File: config.mk
export PLATFORM = sky130hd
export DESIGN_NAME = instruction_fetch
export DESIGN_NICKNAME = d
export VERILOG_FILES = /design/src/rtl/instruction_fetch.sv
export SDC_FILE = /design/constraint.sdc
export NUM_CORES = 1
export LEC_CHECK = 0
export CAP_MARGIN = 20
export CORE_ASPECT_RATIO = 0.5
export CORE_MARGIN = 2
export CORE_UTILIZATION = 40
export DETAILED_ROUTE_END_ITERATION = 10
export PLACE_DENSITY_LB_ADDON = 0.05
export SETUP_SLACK_MARGIN = 0.05
export SYNTH_ARGS = -nofsm -noshare
export SYNTH_HDL_FRONTEND = slang
export SYNTH_SLANG_ARGS = --single-unit
File: constraint.sdc
create_clock -name clk -period 2.4 [get_ports clk]
set_input_delay 0.24 -clock clk [delete_from_list [all_inputs] [get_ports clk]]
set_output_delay 0.24 -clock clk [all_outputs]
set_load 0.02 [all_outputs]
File: src/rtl/instruction_fetch.sv
// Fetch stage: owns the PC, reads a synchronous instruction memory with one
// cycle of latency and presents one registered instruction per cycle with
// valid/stall flow control. Redirects on pc_overwrite and stops on HALT.
module instruction_fetch #(
    parameter int ADDR_W  = 8,
    parameter int INSTR_W = 24
) (
    input  logic               clk,
    input  logic               rst,
    output logic [ADDR_W-1:0]  imem_addr,
    input  logic [INSTR_W-1:0] imem_rdata,
    input  logic               stall,
    input  logic               pc_overwrite,
    input  logic [ADDR_W-1:0]  jump_target,
    input  logic               halt,
    output logic [INSTR_W-1:0] instruction,
    output logic               instr_valid,
    output logic [ADDR_W-1:0]  pc_out,
    output logic               halted
);

    typedef enum logic [1:0] {
        ST_BOOT   = 2'd0,
        ST_RUN    = 2'd1,
        ST_HALTED = 2'd2
    } state_e;

    state_e             state_q, state_d;
    logic [ADDR_W-1:0]  fetch_pc_q, fetch_pc_d;   // next address to issue
    logic [ADDR_W-1:0]  req_pc_q, req_pc_d;       // address issued last cycle
    logic               req_valid_q, req_valid_d; // data for req_pc counts
    logic [INSTR_W-1:0] instr_q, instr_d;
    logic               valid_q, valid_d;
    logic [ADDR_W-1:0]  pc_out_q, pc_out_d;
    logic               halted_q, halted_d;

    assign instruction = instr_q;
    assign instr_valid = valid_q;
    assign pc_out      = pc_out_q;
    assign halted      = halted_q;

    // Next-state, next-PC and imem address selection.
    always_comb begin
        state_d     = state_q;
        fetch_pc_d  = fetch_pc_q;
        req_pc_d    = req_pc_q;
        req_valid_d = req_valid_q;
        instr_d     = instr_q;
        valid_d     = valid_q;
        pc_out_d    = pc_out_q;
        halted_d    = halted_q;
        imem_addr   = req_pc_q;
        case (state_q)
            ST_BOOT: begin
                imem_addr   = {ADDR_W{1'b0}};
                req_pc_d    = {ADDR_W{1'b0}};
                req_valid_d = 1'b1;
                fetch_pc_d  = {{(ADDR_W-1){1'b0}}, 1'b1};
                state_d     = ST_RUN;
            end
            ST_RUN: begin
                if (stall) begin
                    // Re-read the outstanding address so rdata matches req_pc
                    // when the stall releases.
                    imem_addr = req_pc_q;
                end else if (valid_q && halt) begin
                    imem_addr   = req_pc_q;
                    state_d     = ST_HALTED;
                    valid_d     = 1'b0;
                    req_valid_d = 1'b0;
                    halted_d    = 1'b1;
                end else if (valid_q && pc_overwrite) begin
                    // The sequential word arriving now is dropped: one bubble.
                    imem_addr   = jump_target;
                    req_pc_d    = jump_target;
                    req_valid_d = 1'b1;
                    fetch_pc_d  = jump_target + {{(ADDR_W-1){1'b0}}, 1'b1};
                    valid_d     = 1'b0;
                end else begin
                    imem_addr   = fetch_pc_q;
                    fetch_pc_d  = fetch_pc_q + {{(ADDR_W-1){1'b0}}, 1'b1};
                    req_pc_d    = fetch_pc_q;
                    req_valid_d = 1'b1;
                    instr_d     = imem_rdata;
                    pc_out_d    = req_pc_q;
                    valid_d     = req_valid_q;
                end
            end
            ST_HALTED: begin
                imem_addr = req_pc_q;
            end
            default: begin
                state_d = ST_BOOT;
            end
        endcase
    end

    // State registers with synchronous active-low reset.
    always_ff @(posedge clk) begin
        if (!rst) begin
            state_q     <= ST_BOOT;
            fetch_pc_q  <= {ADDR_W{1'b0}};
            req_pc_q    <= {ADDR_W{1'b0}};
            req_valid_q <= 1'b0;
            instr_q     <= {INSTR_W{1'b0}};
            valid_q     <= 1'b0;
            pc_out_q    <= {ADDR_W{1'b0}};
            halted_q    <= 1'b0;
        end else begin
            state_q     <= state_d;
            fetch_pc_q  <= fetch_pc_d;
            req_pc_q    <= req_pc_d;
            req_valid_q <= req_valid_d;
            instr_q     <= instr_d;
            valid_q     <= valid_d;
            pc_out_q    <= pc_out_d;
            halted_q    <= halted_d;
        end
    end

endmodule

* Word-level counts from Yosys, hierarchy flattened *
Cells that the tools add are included.

operators by class
  add/sub/neg operators = 2
  eq/ne operators = 5
  mux-type cells = 16
  bitwise gates (word level) = 4
  reductions and logical operators = 10

operators with widths
  operator             number
  $mux 8               6
  $pmux 8 s2           2
  $add 8x1->8 const B  2
  $reduce_and 3->1     3
  $ne 2x2->1 const B   3
  $pmux 2 s3           1
  $mux 1               4
  $mux 2               2
  $not 1->1            4
  $reduce_and 2->1     2
  $reduce_and 4->1     1
  $eq 2x1->1 const B   1
  $eq 2x2->1 const B   1
  $logic_and 1x1->1    2
  $logic_not 2->1      1
  $pmux 1 s2           1
  $reduce_bool 2->1    1

word-level totals
  input port bits = 37
  logic and storage cells = 45
  bits in registers = 53
  output and inout bits = 42

* Depth between registers and ports, before layout *
  depth in word-level cells = 5
  depth in mapped cells = 7

* Worst setup path after synthesis *
No wires, ideal clock.

  kind = register -> register
  start point = register valid_q (netlist: instr_valid)
  end point = register fetch_pc_q[7]
  data arrival time = 1.796 ns
  stages on the path, launching flop included = 7
  buffers on the path = 1
  path slack = 0.517 ns
  clock period less this slack = 1.883 ns
  library setup time = 0.087 ns
  cell sequence = dfxtp_1 > nand2_2 > buf_6 > mux2i_1 > or3_4 > o31a_1 > o31ai_1

between the ends
  longest elaborated chain between the ends = 5
  elaborated cells on any way between the ends = 8
  classes of those cells = 1 x eq/ne; 4 x mux; 3 x reduce/logical

RTL lines
  what                      RTL line  source
  start: declaration        33        logic valid_q, valid_d;
  start signal: assignment  115       valid_q <= valid_d;
  $logic_and 1x1->1         72        end else if (valid_q && pc_overwrite) begin
  $mux 8                    72
  $mux 8                    66        end else if (valid_q && halt) begin
  $mux 8                    62        if (stall) begin
  $pmux 8 s2                53        case (state_q)
  end signal: assignment    102       fetch_pc_q <= {ADDR_W{1'b0}};
  end signal: assignment    111       fetch_pc_q <= fetch_pc_d;
  end: declaration          29        logic [ADDR_W-1:0] fetch_pc_q, fetch_pc_d;

Several ways; a longest one is shown, not always the timed one. The select of a mux whose other input is x is not followed.
A chain may end at the register's enable or synchronous reset.

* Worst setup path after layout *
  start point = register state_q[1]
  end point = output port imem_addr[3]

between the ends
  longest elaborated chain between the ends = 2
  elaborated cells on any way between the ends = 3
  classes of those cells = 1 x eq/ne; 1 x mux; 1 x reduce/logical

RTL lines
  what                                                  RTL line  source
  start: declaration                                    28        state_e state_q, state_d;
  start signal: assignment                              110       state_q <= state_d;
  $eq 2x1->1 / $logic_not 2->1 (equally long branches)  53
  $pmux 8 s2 (*)                                        53
  end: declaration                                      10        output logic [ADDR_W-1:0] imem_addr,

Every way passes the cells marked *; elsewhere a longest branch is shown, timed or not.

==> reports/results.tsv <==
stage	metric	value	unit
floorplanning	Die Span X	109	µm
min_path	HP Start	pc_out[1]	
critical_path	reg-to-reg endpoint	instruction[7]	
power_and_ir_drop	Leak	1.28	nW
cts	Clock Tree Root	clkbuf_8	
critical_path	Worst Path Max Fanout	8	
placed_design	Final HPWL DP	3750	µm
floorplanning	Die Span Y	56.5	µm
route	DR iter-0 viols	81	
power_and_ir_drop	Max IR drop VDD	0.000267	V
critical_path	slowest CP cell	or3b_1	
timing	RSZ-0062 raised after global routing	false	
grt	global-route wire length before repair	8370	µm
cts	H-tree depth	2	
outcome	status	finished clean	
grt	largest net degree at the start of global routing	33	
final_layout	Layout area overhead	47.2	%
floorplanning	Starting Density	40.9	%
logic_synthesis	top cells by area, synth	dfxtp_1 (48%), nand2_1 (13%), a21boi_1 (8.2%), mux2i_1 (3.6%), a21boi_0 (3.1%)	
timing	Tcrit/Tclk final	89.9	%
final_layout	commonest non-fill, non-tap cells in the layout	nand2_1 (79), clkdlybuf4s50_1 (70), dfxtp_1 (52)	
final_layout	fin nets	374	
logic_synthesis	syn_area_per_cell	8.82	µm²
run	Max-cap violations	0	
timing	Final Worst Setup Slack	242	ps
logic_synthesis	synthesized area	2200	µm²
logic_synthesis	syn_nets	287	
cts	post-CTS setup buffers	0	
min_path	hold endpoint	pc_out[1]	
cts	clk_lat worst skew	300	ps
logic_synthesis	Simple-Gate Fraction of Synth Area	20.9	%
logic_synthesis	cell accounting for the most synthesized area	dfxtp_1	
critical_path	CP cell instances	or3b_1 -> nand2b_4 -> o21ai_0 -> dlygate4sd2_1	
timing	final setup fails	0	
final_layout	layout cell share with drive strength beyond 1	9.47	%
critical_path	crit start category	register	
cts	CTS tree	done	
cts	# resized after CTS	7	
floorplanning	core area	5400	µm²
final_layout	utilization after layout	60.1	%
logic_synthesis	Post-synth EDFFs	0	
floorplanning	die area	6160	µm²
logic_synthesis	Compound-Gate Fraction of Synth Area	21.7	%
grt	GRT Total Usage	17.4	%
critical_path	CP peak stage delay	410	ps
critical_path	WP data required	2160	ps
grt	initial antenna violation count	0	
final_layout	diode count	0	
cts	Worst-path clk slew	100	ps
placed_design	routability cong.	0.816	
timing	max-slew violations	0	
final_layout	Post-Layout Inst Area	3240	µm²
logic_synthesis	top cell type's share of synthesized area	48.1	%
timing	Fin. Hold Viols	0	
cts	cts hold-fix bufs	0	
grt	vias in the first global route	1849	
floorplanning	Core Rows	19	
logic_synthesis	Post-Syn Instances	250	
timing	setup tns final	0	ps
route	Vias per Instance	4.73	
final_layout	most common cell after layout, fill and taps aside	nand2_1	
timing	Slew HR	68.5	%
placed_design	count of buffers from port buffering	78	
critical_path	r2r worst-path depth	7	
critical_path	critical path data arrival time	1920	ps
power_and_ir_drop	PwrDens	526	nW/µm²
logic_synthesis	Yosys cell types	36	
critical_path	Crit. End Element	output port	
min_path	hold path cells	2	
route	DR WL/cell	12.5	µm
placed_design	worst slack at placement	7.82	ps
critical_path	reg2reg start	state_q[1]	
floorplanning	Ports	79	
critical_path	reg2reg setup slack	480	ps
route	drt total wl	5120	µm
timing	f_max	0.463	GHz
min_path	hold crit path type	register to register	
grt	GRT overflow	0	
timing	Final min period	2160	ps
logic_synthesis	multiplexer share of the synthesized area	3.63	%
logic_synthesis	ys flop type	dfxtp_1	
route	Residual DRC	0	
logic_synthesis	adder-cell share of the synthesized area	0	%
placed_design	DP Area	3150	µm²
route	drt pass-1 iters	4	
route	vias	1944	
logic_synthesis	synth warn	0	
cts	CTS Sinks	53	
logic_synthesis	Synth Area in XOR/XNOR	1.99	%
timing	clk_skew	6.09	ps
route	Post-DRT Antenna Nets	0	
cts	total CTS buffers	5	
logic_synthesis	main combinational cell family by area after synthesis	compound AO/OA/AOI/OAI gates	
cts	CTS max path bufs	2	
logic_synthesis	FFs w/ async S/R, synth	0	%
timing	Worst-Margin Slew	471	ps
logic_synthesis	Seq cells post-synth	53	
critical_path	Crit Path Class	register to output port	
logic_synthesis	sequential share of the synthesized area	48.1	%
how the worst max path moves through the flow:
| stage | startpoint | end | depth (start not counted) |
|---|---|---|---|
| after floorplan | instr_valid | fetch_pc_q[7] | 6 |
| after global placement | stall | imem_addr[3] | 5 |
| after detailed placement | stall | imem_addr[2] | 5 |
| after CTS | instr_valid | imem_addr[1] | 5 |
| after global routing | state_q[1] | imem_addr[3] | 4 |
| final | state_q[1] | imem_addr[3] | 4 |
where the power goes:
part | switching, mW | internal [mW]
combinational | 0.123 | 0.144
sequential | 0.0155 | 0.906
clock | 0.303 | 0.213
kinds of logic (layout without fill, tap and decap cells):
kind of cell	after synthesis	after routing
muxes	8	8
xor gates and xnor gates	5	5
and+or+nand+nor	103	103
buffers and inverters	16	104
DFF	53	53
AOI/OAI and AO/OA	65	65
state kept, by name, summed over array words and instances (netlist names):
name         flops
state_q          2
instr_valid      1
pc_out           8
fetch_pc_q       8
req_pc_q         8
req_valid_q      1
halted           1
instruction     24
stage by stage:
stage | hold WS (ps) | total power, mW | instances
2_1_floorplan | 375 | 1.07 | 250
3_3_place_gp | 435 | 1.21 | 403
3_5_place_dp | 443 | 1.21 | 403
4_1_cts | 458 | 1.73 | 411
5_1_grt | 480 | 1.80 | 411
6_report | 455 | 1.71 | 411
critical path, delay by kind of cell (launching register included):
kind,cells,cell delay [ps]
AND/OR/NAND/NOR,2,610
flip-flops,1,390
buffers and inverters,1,370
AO/OA/AOI/OAI,1,250
layout make-up:
type / count / area (µm²)
flip-flops and latches: 53 / 1060
inverters: 2 / 7.51
well taps: 73 / 91.3
clock inverters: 3 / 26.3
multi-input cells: 181 / 1060
fillers: 508 / 2150
repair buffers: 94 / 923
clock buffers: 5 / 68.8
cell usage after synthesis, types with 2 or more instances:
cell type,number
a21boi_0,9
a21boi_1,24
a21oi_1,2
a22o_1,2
a22oi_1,3
a31oi_1,2
and2_1,9
and4_2,2
buf_2,3
buf_4,2
clkbuf_1,7
dfxtp_1,53
inv_1,2
mux2i_1,8
nand2_1,79
nor2_1,3
nor2b_1,3
nor4_1,2
o21a_1,3
o21ai_0,8
o2bb2ai_1,2
o31ai_1,5
xor2_1,4
routing by layer:
| layer | global-route usage, % | up-vias | routed length (µm) |
|---|---|---|---|
| met1 | 21.9 | 870 | 2410 |
| met4 | 5.31 | 0 | 33 |
| li1 | - | 1019 | - |
| met5 | 0 | - | 0 |
| met3 | 4.65 | 4 | 354 |
| met2 | 29.2 | 51 | 2320 |
(Power assumes the default switching activity.)
